## config.mk

```make
export PLATFORM = sky130hd
export DESIGN_NAME = rle_param
export DESIGN_NICKNAME = d
export VERILOG_FILES = /design/src/rtl/rle_pkg.sv /design/src/rtl/rle_byte_packer.sv /design/src/rtl/rle_param.sv
export SDC_FILE = /design/constraint.sdc
export NUM_CORES = 1
export LEC_CHECK = 0
export ABC_AREA = 1
export ABC_CLOCK_PERIOD_IN_PS = 2780
export CORE_MARGIN = 5
export CORE_UTILIZATION = 55
export CTS_BUF_LIST = sky130_fd_sc_hd__clkbuf_2 sky130_fd_sc_hd__clkbuf_4 sky130_fd_sc_hd__clkbuf_8
export DETAILED_ROUTE_END_ITERATION = 7
export PLACE_DENSITY = 0.83
export SETUP_SLACK_MARGIN = 0.05
export SLEW_MARGIN = 10
export SYNTH_ARGS = -nofsm -noshare
export SYNTH_HDL_FRONTEND = slang
export SYNTH_SLANG_ARGS = --single-unit
```

## constraint.sdc

```tcl
create_clock -name clk -period 2.78 [get_ports clk]
set_input_delay 0.556 -clock clk [delete_from_list [all_inputs] [get_ports clk]]
set_output_delay 0.556 -clock clk [all_outputs]
set_load 0.02 [all_outputs]
```

## src/rtl/rle_pkg.sv

```systemverilog
// Shared definitions for the run-length encoder.
//   WORD_W     : memory word width
//   ADDR_W     : memory byte-address width
//   state_t    : controller state encoding
//   push_req_t : byte-lane write request into the output packer
package rle_pkg;
  localparam int WORD_W = 32;
  localparam int ADDR_W = 16;

  typedef enum logic [2:0] {
    IDLE, RD_REQ, RD_WAIT, SCAN, WR, FLUSH, FIN
  } state_t;

  typedef struct packed {
    logic [2:0]        n;     // bytes valid in data, 0..4, LSB first
    logic [WORD_W-1:0] data;
  } push_req_t;
endpackage

```

## src/rtl/rle_byte_packer.sv

```systemverilog
// Byte-stream to word packer for the RLE output.
//   clk, nreset : clock, async active-low reset
//   clr         : drop all buffered bytes (start of frame)
//   push, req   : append req.n bytes (LSB first) to the stream
//   pop         : retire the lowest word (after it has been written)
//   word        : lowest 4 buffered bytes, unused bytes read as zero
//   full        : at least 4 bytes buffered
//   partial     : 1..3 bytes buffered
module rle_byte_packer
  import rle_pkg::*;
(
  input  logic              clk,
  input  logic              nreset,
  input  logic              clr,
  input  logic              push,
  input  push_req_t         req,
  input  logic              pop,
  output logic [WORD_W-1:0] word,
  output logic              full,
  output logic              partial
);
  // Eight byte slots: the controller drains once 4 are held, so at most
  // 3 bytes are left when a 4-byte run record arrives.
  logic [7:0][7:0] bq, bn;
  logic [3:0]      cnt_q, cnt_n;

  always_comb begin
    bn    = bq;
    cnt_n = cnt_q;
    if (clr) begin
      bn    = '0;
      cnt_n = '0;
    end else if (pop) begin
      // Shifting in zeros keeps every slot above the fill level zero,
      // which gives the zero padding of the final partial word.
      bn    = {32'h0, bq[7:4]};
      cnt_n = (cnt_q > 4'd4) ? cnt_q - 4'd4 : 4'd0;
    end else if (push) begin
      for (int i = 0; i < 4; i++)
        if (i < int'(req.n)) bn[3'(int'(cnt_q) + i)] = req.data[8*i +: 8];
      cnt_n = cnt_q + {1'b0, req.n};
    end
  end

  always_ff @(posedge clk or negedge nreset) begin
    if (!nreset) begin
      bq    <= '0;
      cnt_q <= '0;
    end else begin
      bq    <= bn;
      cnt_q <= cnt_n;
    end
  end

  assign word    = bq[3:0];
  assign full    = cnt_q >= 4'd4;
  assign partial = (cnt_q != 4'd0) && !full;
endmodule

```

## src/rtl/rle_param.sv

```systemverilog
// Run-length encoder over a single-port word memory.
// Reads message_size bytes from message_addr, groups them into SYM_W-bit
// little-endian symbols, and writes (count, symbol) records packed LSB
// first into words starting at rle_addr.
//   clk, nreset          : clock, async active-low reset
//   start                : level request, taken in IDLE or FIN
//   message_addr/size    : source frame (bytes)
//   rle_addr             : output area
//   rle_size, done, error: result byte count, completion, bad-size flag
//   port_A_*             : memory port, read data one clock after address
module rle_param
  import rle_pkg::*;
#(
  parameter int SYM_W = 8,
  parameter int CNT_W = 8
) (
  input  logic              clk,
  input  logic              nreset,
  input  logic              start,
  input  logic [31:0]       message_addr,
  input  logic [31:0]       message_size,
  input  logic [31:0]       rle_addr,
  output logic [31:0]       rle_size,
  output logic              done,
  output logic              error,
  output logic              port_A_clk,
  output logic [ADDR_W-1:0] port_A_addr,
  output logic              port_A_we,
  output logic [WORD_W-1:0] port_A_data_in,
  input  logic [WORD_W-1:0] port_A_data_out
);
  localparam int SB    = SYM_W / 8;
  localparam int CB    = CNT_W / 8;
  localparam int SPW   = 4 / SB;     // symbols per source word
  localparam int RUN_B = SB + CB;    // bytes per emitted run record
  localparam logic [CNT_W-1:0] CNT_MAX = '1;

  state_t            state, state_n;
  logic [ADDR_W-1:0] rd_addr, wr_addr;
  logic [31:0]       bytes_left;
  logic [WORD_W-1:0] word_q;
  logic [2:0]        sym_idx;
  logic [SYM_W-1:0]  run_sym, cur_sym;
  logic [CNT_W-1:0]  run_cnt;
  logic              have_run;
  logic              accept, bad_size, scan_go, at_end, word_end;
  logic              do_sym, do_next, do_final, brk, push;
  logic              pk_full, pk_partial;
  logic [WORD_W-1:0] pk_word;
  push_req_t         pk_req;
  logic              unused;

  assign unused = ^{message_addr[31:ADDR_W], message_addr[1:0],
                    rle_addr[31:ADDR_W], rle_addr[1:0]};

  assign accept   = (state == IDLE || state == FIN) && start;
  assign bad_size = (message_size & 32'(SB - 1)) != 32'd0;
  assign scan_go  = (state == SCAN) && !pk_full;
  assign at_end   = bytes_left == 32'd0;
  assign word_end = sym_idx == 3'(SPW);
  assign do_final = scan_go && at_end && have_run;
  assign do_next  = scan_go && !at_end && word_end;
  assign do_sym   = scan_go && !at_end && !word_end;
  assign cur_sym  = SYM_W'(word_q >> (int'(sym_idx) * SYM_W));
  // A run closes on a new symbol or when its count is already saturated;
  // the closing symbol then starts the next run at count 1.
  assign brk      = (cur_sym != run_sym) || (run_cnt == CNT_MAX);
  assign push     = do_final || (do_sym && have_run && brk);

  assign pk_req.n    = 3'(RUN_B);
  assign pk_req.data = WORD_W'(run_cnt) | (WORD_W'(run_sym) << CNT_W);

  rle_byte_packer u_pack (
    .clk     (clk),
    .nreset  (nreset),
    .clr     (accept),
    .push    (push),
    .req     (pk_req),
    .pop     (state == WR),
    .word    (pk_word),
    .full    (pk_full),
    .partial (pk_partial)
  );

  // State register
  always_ff @(posedge clk or negedge nreset) begin
    if (!nreset) state <= IDLE;
    else         state <= state_n;
  end

  // Next state
  always_comb begin
    state_n = state;
    case (state)
      IDLE, FIN: begin
        if (start) state_n = (message_size == 32'd0 || bad_size) ? FIN : RD_REQ;
        else       state_n = IDLE;
      end
      RD_REQ:  state_n = RD_WAIT;
      RD_WAIT: state_n = SCAN;
      SCAN: begin
        if (pk_full)       state_n = WR;
        else if (at_end)   state_n = have_run ? SCAN : FLUSH;
        else if (word_end) state_n = RD_REQ;
      end
      WR:      state_n = SCAN;
      FLUSH:   state_n = pk_partial ? WR : FIN;
      default: state_n = IDLE;
    endcase
  end

  // Memory port outputs; all zero outside their owning states
  always_comb begin
    port_A_we      = (state == WR);
    port_A_data_in = port_A_we ? pk_word : '0;
    case (state)
      RD_REQ, RD_WAIT: port_A_addr = rd_addr;
      WR:              port_A_addr = wr_addr;
      default:         port_A_addr = '0;
    endcase
  end
  assign port_A_clk = clk;

  // Datapath
  always_ff @(posedge clk or negedge nreset) begin
    if (!nreset) begin
      rd_addr    <= '0;
      wr_addr    <= '0;
      bytes_left <= '0;
      word_q     <= '0;
      sym_idx    <= '0;
      run_sym    <= '0;
      run_cnt    <= '0;
      have_run   <= 1'b0;
      rle_size   <= '0;
      done       <= 1'b0;
      error      <= 1'b0;
    end else begin
      if (accept) begin
        rd_addr    <= {message_addr[ADDR_W-1:2], 2'b00};
        wr_addr    <= {rle_addr[ADDR_W-1:2], 2'b00};
        bytes_left <= message_size;
        rle_size   <= '0;
        error      <= bad_size;
        have_run   <= 1'b0;
      end
      if (state == RD_WAIT) begin
        word_q  <= port_A_data_out;
        sym_idx <= '0;
      end
      if (do_next) rd_addr <= rd_addr + ADDR_W'(4);
      if (do_sym) begin
        sym_idx    <= sym_idx + 3'd1;
        bytes_left <= bytes_left - 32'(SB);
        have_run   <= 1'b1;
        if (!have_run || brk) begin
          run_sym <= cur_sym;
          run_cnt <= CNT_W'(1);
        end else begin
          run_cnt <= run_cnt + CNT_W'(1);
        end
      end
      if (do_final)    have_run <= 1'b0;
      if (push)        rle_size <= rle_size + 32'(RUN_B);
      if (state == WR) wr_addr  <= wr_addr + ADDR_W'(4);
      if (state_n == FIN) done <= 1'b1;
      else if (accept)    done <= 1'b0;
    end
  end
endmodule

```

==> results.txt, run 1 <==
R2R Setup Slk -> 0.27 ns
synthesized area per cell -> 7.32 um2
average wire per standard cell -> 14.8 um
die area -> 25700 um2
WL final -> 32200 um
cells after synthesis -> 1699
post-route cell area -> 15200 um2
LEAKAGE -> 7.79 nW
gpl congestion -> 0.914
Nets -> 2013
most used cell, CP -> clkbuf_8
critical path depth -> 3
1st-pass router iterations -> 6
final clock skew -> 0.0221 ns
Ys Warns -> 0
total chip power -> 14.4 mW
layout cells sized above 1 -> 0.0846
MaxCap Viol Count -> 0
Slew Viols, Final -> 0
Ant. Diodes -> 0
R2R depth -> 13
VDD IR max -> 0.601 mV
most frequent cells in the layout -> nand2_1 (473), dfrtp_1 (214), inv_1 (209), nor2_1 (161), nand3_1 (140)
DRC -> 0
worst r2r dst -> run_cnt[7]$_DFFE_PN0N_
top cells by area, synth -> dfrtp_1 (43%), nand2_1 (14%), inv_1 (6.3%)
worst reg2reg startpoint -> bytes_left[0]$_DFFE_PN0P_
# port buffers -> 174
#FFs+latches synth -> 214
Vias/cell -> 5.44
Post-DP Area -> 14400 um2
Hold Vio Cnt, Final -> 0
most used flip-flop cell after synthesis -> dfrtp_1
std cell rows -> 55
RSZ-0062 raised after global routing -> true
leading cell type in the layout, fill and taps excluded -> nand2_1
crit path launch type -> clock port
relative slew slack -> 0.634
final hold slack -> 0.472 ns
highest-delay cell along the critical path -> clkdlybuf4s50_1
Cell variety after synth -> 49
remaining global-route overflow -> 0
Post-synth EDFFs -> 0
Initial Util -> 0.554
1st-iter DRT viols -> 1139
Synth top area share -> 0.431
Hold/Removal Path Class -> input pin to asynchronous set/reset pin
die height -> 160 um
vias post-DR -> 11800
fin worst setup slack -> 0.0837 ns
area grow syn2layout -> 22.2%
CP Cell Sequence -> clkbuf_8, clkbuf_8, clkdlybuf4s50_1
largest net degree at the start of global routing -> 67
Critical Path Max Stage Delay -> 0.52 ns
vias in the first global route -> 11300
outcome -> completed
Global Route Usage Sum -> 0.249
endpoint type of the worst setup path -> output pin
initial antenna violation count -> 0
Setup TNS Final -> 0 ns
antenna-violating nets left -> 0
detailed placement HPWL -> 22800 um
fillers -> 1885
Setup violations, final -> 0
CP max FO -> 2
Slew @ Worst Pin -> 0.544 ns
clk slew on worst S/H paths -> 0.05 ns
critical path class -> clock port to output pin
Seq/Total Area, Yosys -> 0.431
clock latency on the worst-skew pair -> 0.64 ns
WP data required -> 2.22 ns
WP buf/inv -> 3
CTS tree -> yes
Final Util -> 0.677
dpl cells -> 2106
first-pass GRT wire length -> 54400 um
fin cells -> 2177
Die Wd -> 160 um
core footprint -> 22400 um2
CP Data Arrival Time -> 2.14 ns
I/O Pins -> 215
fraction of registers with async set/reset -> 1.00
Mapped Area -> 12400 um2
post-synth top area cell -> dfrtp_1
pre-CTS setup slack -> 0.236 ns
CP top delay family -> buffers and inverters
pwr/cell area -> 947 nW/um2
[logic make-up after synthesis]
| kind of cell | share of synthesized area |
|---|---|
| AO/OA/AOI/OAI | 0.111 |
| AND/OR/NAND/NOR | 0.304 |
| multiplexers | 0.00976 |
| flip-flops | 0.431 |
| buffers and inverters | 0.101 |
| other | 0.000302 |
| XOR/XNOR | 0.0296 |
| adder cells (fa/ha/maj) | 0.0131 |
[routing by layer]
metal  GRT usage  vias up  wire length, um
li1            -     5831                -
met5           0        -                0
met4      0.0731        0              613
met3      0.0436       54             1950
met1       0.344     5543            14400
met2       0.405      420            15200
[Yosys cell counts, types with 24 or more instances]
cell,n
clkbuf_1,29
buf_1,24
nand2_1,476
a21oi_1,42
nand3_1,142
o211ai_1,51
o21ai_0,76
inv_1,210
nor3_1,29
nand4_1,25
dfrtp_1,214
xor2_1,35
nor2_1,163
[cell type report]
class	count	area, um2	share of cell area
timing repair inverter	1	5.00	0.000330
tap	285	357	0.0235
multi-input combinational	1186	5880	0.387
sequential	214	5360	0.353
inverter	217	820	0.0540
clock inverter	2	10.0	0.000659
clock buffer	66	805	0.0530
timing repair buffer	206	1960	0.129
[state kept, by name (all words and copies together) (netlist names), 3 cells and up]
| name | flops |
|---|---|
| rle_size | 31 |
| word_q | 32 |
| wr_addr | 14 |
| u_pack.bq | 32 |
| run_cnt | 8 |
| run_sym | 8 |
| u_pack.word | 32 |
| sym_idx | 3 |
| rd_addr | 14 |
| state | 3 |
| u_pack.cnt_q | 3 |
| bytes_left | 32 |
[power by group]
part	leakage, nW	total [mW]	switching [mW]	internal, mW
clock network	0.438	3.11	1.29	1.81
registers	2.72	5.15	0.907	4.24
logic	4.63	6.12	3.98	2.14
total	7.79	14.4	6.18	8.19
[worst max path at each step]
stage	start	to
finish	clk	port_A_clk
global route	state[1]$_DFF_PN0_	port_A_data_in[10]
CTS	state[1]$_DFF_PN0_	port_A_addr[10]
detailed placement	state[1]$_DFF_PN0_	port_A_addr[10]
global placement	clk	port_A_clk
floorplan	state[1]$_DFF_PN0_	port_A_addr[11]
[timing repair]
action | in CTS | in global routing
setup endpoints to repair | 47 | 31
hold endpoints to repair | 59 | 0
hold buffers | 1 | 0
pin swaps | 1 | 0
gates cloned | 0 | 2
resized for setup | 58 | 21
setup buffers | 1 | 0
(Power assumes the default switching activity.)
==> run 2, diff against run 1 <==
Settings changed: CORE_UTILIZATION 55 to 58, PLACE_DENSITY 0.83 to 0.84, SYNTH_HIERARCHICAL set to 1.
==> results.txt, run 2 <==
outcome -> finished with violations
failing checks -> max-slew violations
highest-delay cell along the critical path -> clkdlybuf4s50_1
vias in the first global route -> 15300
antenna-violating nets left -> 0
WL final -> 48400 um
Die Wd -> 173 um
top cells by area, synth -> dfrtp_1 (35%), nand2_1 (16%), inv_1 (7.2%)
RSZ-0062 raised after global routing -> true
relative slew slack -> -0.748
std cell rows -> 59
crit path launch type -> clock port
Comb pwr share -> 0.546
critical path class -> clock port to output pin
Synth top area share -> 0.349
Slew Viols, Final -> 39
# port buffers -> 174
CTS tree -> yes
cells after synthesis -> 2290
Slew @ Worst Pin -> 2.61 ns
clk slew on worst S/H paths -> 0.06 ns
1st-iter DRT viols -> 1508
CP Data Arrival Time -> 2.15 ns
CP max FO -> 2
Final Util -> 0.712
pwr/cell area -> 1050 nW/um2
final clock skew -> 0.0299 ns
Ys Warns -> 6
die area -> 29900 um2
most frequent cells in the layout -> nand2_1 (647), inv_1 (295), nor2_1 (218), dfrtp_1 (214), nand3_1 (190)
Ant. Diodes -> 0
detailed placement HPWL -> 34000 um
Critical Path Max Stage Delay -> 0.53 ns
internal power -> 10.1 mW
vias post-DR -> 16100
R2R depth -> 17
initial antenna violation count -> 0
final hold slack -> 0.436 ns
first-pass GRT wire length -> 77900 um
count leader, synth -> nand2_1
Setup violations, final -> 0
Initial Util -> 0.590
leading cell type in the layout, fill and taps excluded -> nand2_1
endpoint type of the worst setup path -> output pin
R2R Setup Slk -> 0.15 ns
Nets -> 2666
Seq/Total Area, Yosys -> 0.349
post-synth top area cell -> dfrtp_1
Clock power frac -> 0.184
Psw -> 9.39 mW
LEAKAGE -> 9.28 nW
MaxCap Viol Count -> 0
synthesized area per cell -> 6.73 um2
gpl congestion -> 0.987
worst reg2reg startpoint -> sym_idx[0]$_DFFE_PN0P_
total chip power -> 19.5 mW
most used cell, CP -> clkbuf_8
clock latency on the worst-skew pair -> 0.66 ns
Vias/cell -> 5.58
most used flip-flop cell after synthesis -> dfrtp_1
VDD IR max -> 0.621 mV
Setup TNS Final -> 0 ns
remaining global-route overflow -> 0
Sw Share -> 0.482
Mapped Area -> 15400 um2
core footprint -> 26100 um2
1st-pass router iterations -> 6
layout cells sized above 1 -> 0.0774
WP data required -> 2.22 ns
area grow syn2layout -> 20.8%
die height -> 173 um
Hold Vio Cnt, Final -> 0
#FFs+latches synth -> 215
commonest cells in the netlist -> nand2_1 (650), inv_1 (296), nor2_1 (223)
Post-synth EDFFs -> 0
I/O Pins -> 215
CP Cell Sequence -> clkbuf_8, clkbuf_8, clkdlybuf4s50_1
largest net degree at the start of global routing -> 69
Global Route Usage Sum -> 0.312
Reg power frac -> 0.270
Cell variety after synth -> 50
Hold/Removal Path Class -> input pin to asynchronous set/reset pin
worst r2r dst -> u_pack/cnt_q[0]$_DFFE_PN0P_
average wire per standard cell -> 16.8 um
fraction of registers with async set/reset -> 1.00
DRC -> 0
## run 2: area by class of cell
class / count / area (um2)
fill: 2266 / 7510
clock inverter: 7 / 62.6
multi-input combinational: 1717 / 8430
inverter: 314 / 1200
timing repair buffer: 224 / 2220
sequential: 215 / 5380
tap: 335 / 419
clock buffer: 69 / 902
## run 2: timing repair
| item | in CTS | in global routing |
|---|---|---|
| resized for setup | 50 | 39 |
| pin swaps | 0 | 7 |
| setup buffers | 0 | 3 |
| endpoints found under the setup margin | 47 | 125 |
| hold buffers | 1 | 0 |
| endpoints found under the hold margin | 58 | 0 |
| gates cloned | 0 | 4 |
## run 2: metrics by stage
step	area [um2]	setup WS, ns	instances
2_1_floorplan	15700	0.263	2378
3_3_place_gp	17500	0.198	2798
6_report	18600	0.0788	2881
4_1_cts	18400	0.0682	2874
3_5_place_dp	17500	0.0888	2798
5_1_grt	18600	0.0164	2881
## run 2: metal layers
metal	GRT usage	vias up	share of wire	wire length, um
li1	-	7735	-	-
met5	0	-	0	0
met3	0.0456	117	0.082	3970
met4	0.110	0	0.031	1510
met2	0.522	728	0.48	23300
met1	0.416	7492	0.41	19600
## run 2: cells by family after synthesis
kind of cell / share of synthesized area
AOI/OAI and AO/OA: 0.118
other: 0.000487
and+or+nand+nor: 0.344
muxes: 0.00877
buffers and inverters: 0.128
adders and majority gates: 0.0151
DFF: 0.349
xor gates and xnor gates: 0.0363
## run 2: worst max path at each step
stage                                 from                          end  slack [ns]  depth (start not counted)
floorplan           sym_idx[0]$_DFFE_PN0P_   u_pack/word[0]$_DFFE_PN0P_        0.26                         20
global placement    sym_idx[0]$_DFFE_PN0P_    u_pack/bq[57]$_DFFE_PN0P_        0.20                         15
detailed placement  sym_idx[0]$_DFFE_PN0P_    u_pack/bq[45]$_DFFE_PN0P_        0.09                         14
CTS                 sym_idx[0]$_DFFE_PN0P_    u_pack/bq[46]$_DFFE_PN0P_        0.07                         14
global route        sym_idx[0]$_DFFE_PN0P_  u_pack/cnt_q[3]$_DFFE_PN0P_        0.02                         17
finish                                 clk                   port_A_clk        0.08                          3
## run 2: worst max-delay path, delay by kind of cell
| kind | cells | cell delay [ns] |
|---|---|---|
| buffers and inverters | 3 | 0.76 |
## run 2: power groups by stage
stage          Combinational, mW  Sequential (mW)  Clock (mW)
2_1_floorplan               7.70             4.96      0.0420
3_3_place_gp                9.71             5.21      0.0483
3_5_place_dp                10.0             5.25      0.0483
4_1_cts                     9.95             5.22        3.63
5_1_grt                     11.8             5.38        3.79
6_report                    10.7             5.27        3.59
==> run 3, diff against run 2 <==
Settings changed: CORE_MARGIN 5 to 2.
==> results.txt, run 3 (synthesized netlist as in run 2, its figures left out) <==
remaining global-route overflow -> 0
initial antenna violation count -> 0
Vias/cell -> 5.59
most frequent cells in the layout -> nand2_1 (648), inv_1 (295), nor2_1 (220), dfrtp_1 (215), nand3_1 (190)
largest net degree at the start of global routing -> 54
outcome -> finished with violations
VDD IR max -> 0.587 mV
Ant. Diodes -> 0
CP max FO -> 2
LEAKAGE -> 9.18 nW
Tmin final -> 2.71 ns
first-pass GRT wire length -> 77500 um
final hold slack -> 0.432 ns
Nets -> 2663
Critical Path Max Stage Delay -> 0.53 ns
failing checks -> max-slew violations
clk slew on worst S/H paths -> 0.06 ns
endpoint type of the worst setup path -> output pin
CP Data Arrival Time -> 2.15 ns
crit path launch type -> clock port
leading cell type in the layout, fill and taps excluded -> nand2_1
pwr/cell area -> 1030 nW/um2
Slew @ Worst Pin -> 2.65 ns
CTS tree -> yes
Max Freq -> 372 MHz
1st-iter DRT viols -> 1443
gpl congestion -> 0.931
Final Cycle Share -> 0.973
detailed placement HPWL -> 33700 um
WL final -> 47900 um
Slew Viols, Final -> 39
vias in the first global route -> 15400
Setup TNS Final -> 0 ns
R2R Setup Slk -> 0.15 ns
relative slew slack -> -0.770
Setup violations, final -> 0
WP data required -> 2.22 ns
Die Wd -> 167 um
die area -> 27900 um2
area grow syn2layout -> 19.7%
final clock skew -> 0.0226 ns
antenna-violating nets left -> 0
Hold Vio Cnt, Final -> 0
most used cell, CP -> clkbuf_8
WP buf/inv -> 3
CP top delay family -> buffers and inverters
clock latency on the worst-skew pair -> 0.66 ns
CP Cell Sequence -> clkbuf_8, clkbuf_8, clkdlybuf4s50_1
highest-delay cell along the critical path -> clkdlybuf4s50_1
average wire per standard cell -> 16.7 um
RSZ-0062 raised after global routing -> false
# port buffers -> 174
Initial Util -> 0.591
MaxCap Viol Count -> 0
Hold/Removal Path Class -> input pin to asynchronous set/reset pin
std cell rows -> 59
vias post-DR -> 16100
Global Route Usage Sum -> 0.340
DRC -> 0
core footprint -> 26100 um2
1st-pass router iterations -> 7
layout cells sized above 1 -> 0.0795
critical path class -> clock port to output pin
die height -> 167 um
I/O Pins -> 215
==> run 3: cell types whose count changed in the layout (fill, tap and decap cells not counted), moves of 4 or more <==
cell           change
a21oi_2            +4
clkinv_2           -4
clkbuf_4           +5
clkbuf_8           -4
clkbuf_2           +6
dlygate4sd2_1     -12
a21oi_1            -4
==> run 3: final cells by class <==
cell class / instances / area [um2]
multi-input combinational: 1717 / 8440
clock buffer: 70 / 885
fill: 2274 / 7610
timing repair buffer: 222 / 2120
inverter: 314 / 1200
tap: 335 / 419
sequential: 215 / 5380
clock inverter: 2 / 13.8
==> run 3: routing by layer <==
metal	GRT usage	wire length, um	up-vias
met1	0.447	19700	7516
li1	-	-	7742
met4	0.148	1800	0
met5	0	0	-
met3	0.0554	3580	135
met2	0.558	22800	676
==> run 3: path summary, 6_finish.rpt <==
| kind | startpoint | to | cells after the start |
|---|---|---|---|
| hold reg to reg | bytes_left[26]$_DFFE_PN0P_ | bytes_left[26]$_DFFE_PN0P_ | 2 |
| setup / recovery | clk | port_A_clk | 3 |
| max in group asynchronous | nreset | u_pack/cnt_q[2]$_DFFE_PN0P_ | 3 |
| min in group clk | port_A_data_out[13] | word_q[13]$_DFFE_PN0P_ | 3 |
| hold / removal | nreset | u_pack/word[21]$_DFFE_PN0P_ | 2 |
| setup reg to reg | sym_idx[0]$_DFFE_PN0P_ | u_pack/word[30]$_DFFE_PN0P_ | 18 |
==> run 3: what timing repair did <==
action / CTS / global route
cloned: 0 / 1
hold endpoints to repair: 48 / 0
pin swaps: 0 / 1
hold buffers: 1 / 0
endpoints found under the setup margin: 48 / 83
gates resized for setup: 61 / 44
setup buffers: 0 / 1
==> run 3: worst register-to-register path, delay by kind of cell (launching register included) <==
kind            cells  cell delay [ns]
simple gates       13             1.21
buf+inv             3             0.51
flops               1             0.44
compound gates      2             0.35
==> run 3: per-stage QoR <==
| step | area (um2) | power, mW | util | cells | setup slack, ns |
|---|---|---|---|---|---|
| finish | 18500 | 19.1 | 0.708 | 2875 | 0.0744 |
| global route | 18500 | 20.5 | 0.708 | 2875 | 0.0208 |
| CTS | 18400 | 18.6 | 0.706 | 2873 | 0.0466 |
| detailed placement | 17500 | 15.3 | 0.673 | 2801 | 0.0589 |
| global placement | 17500 | 14.9 | 0.673 | 2801 | 0.198 |
| floorplan | 15700 | 12.7 | - | 2378 | 0.263 |
==> run 3: power breakdown <==
group	internal (mW)	switching, mW
clock	2.00	1.45
sequential	4.28	0.997
combinational	3.50	6.86
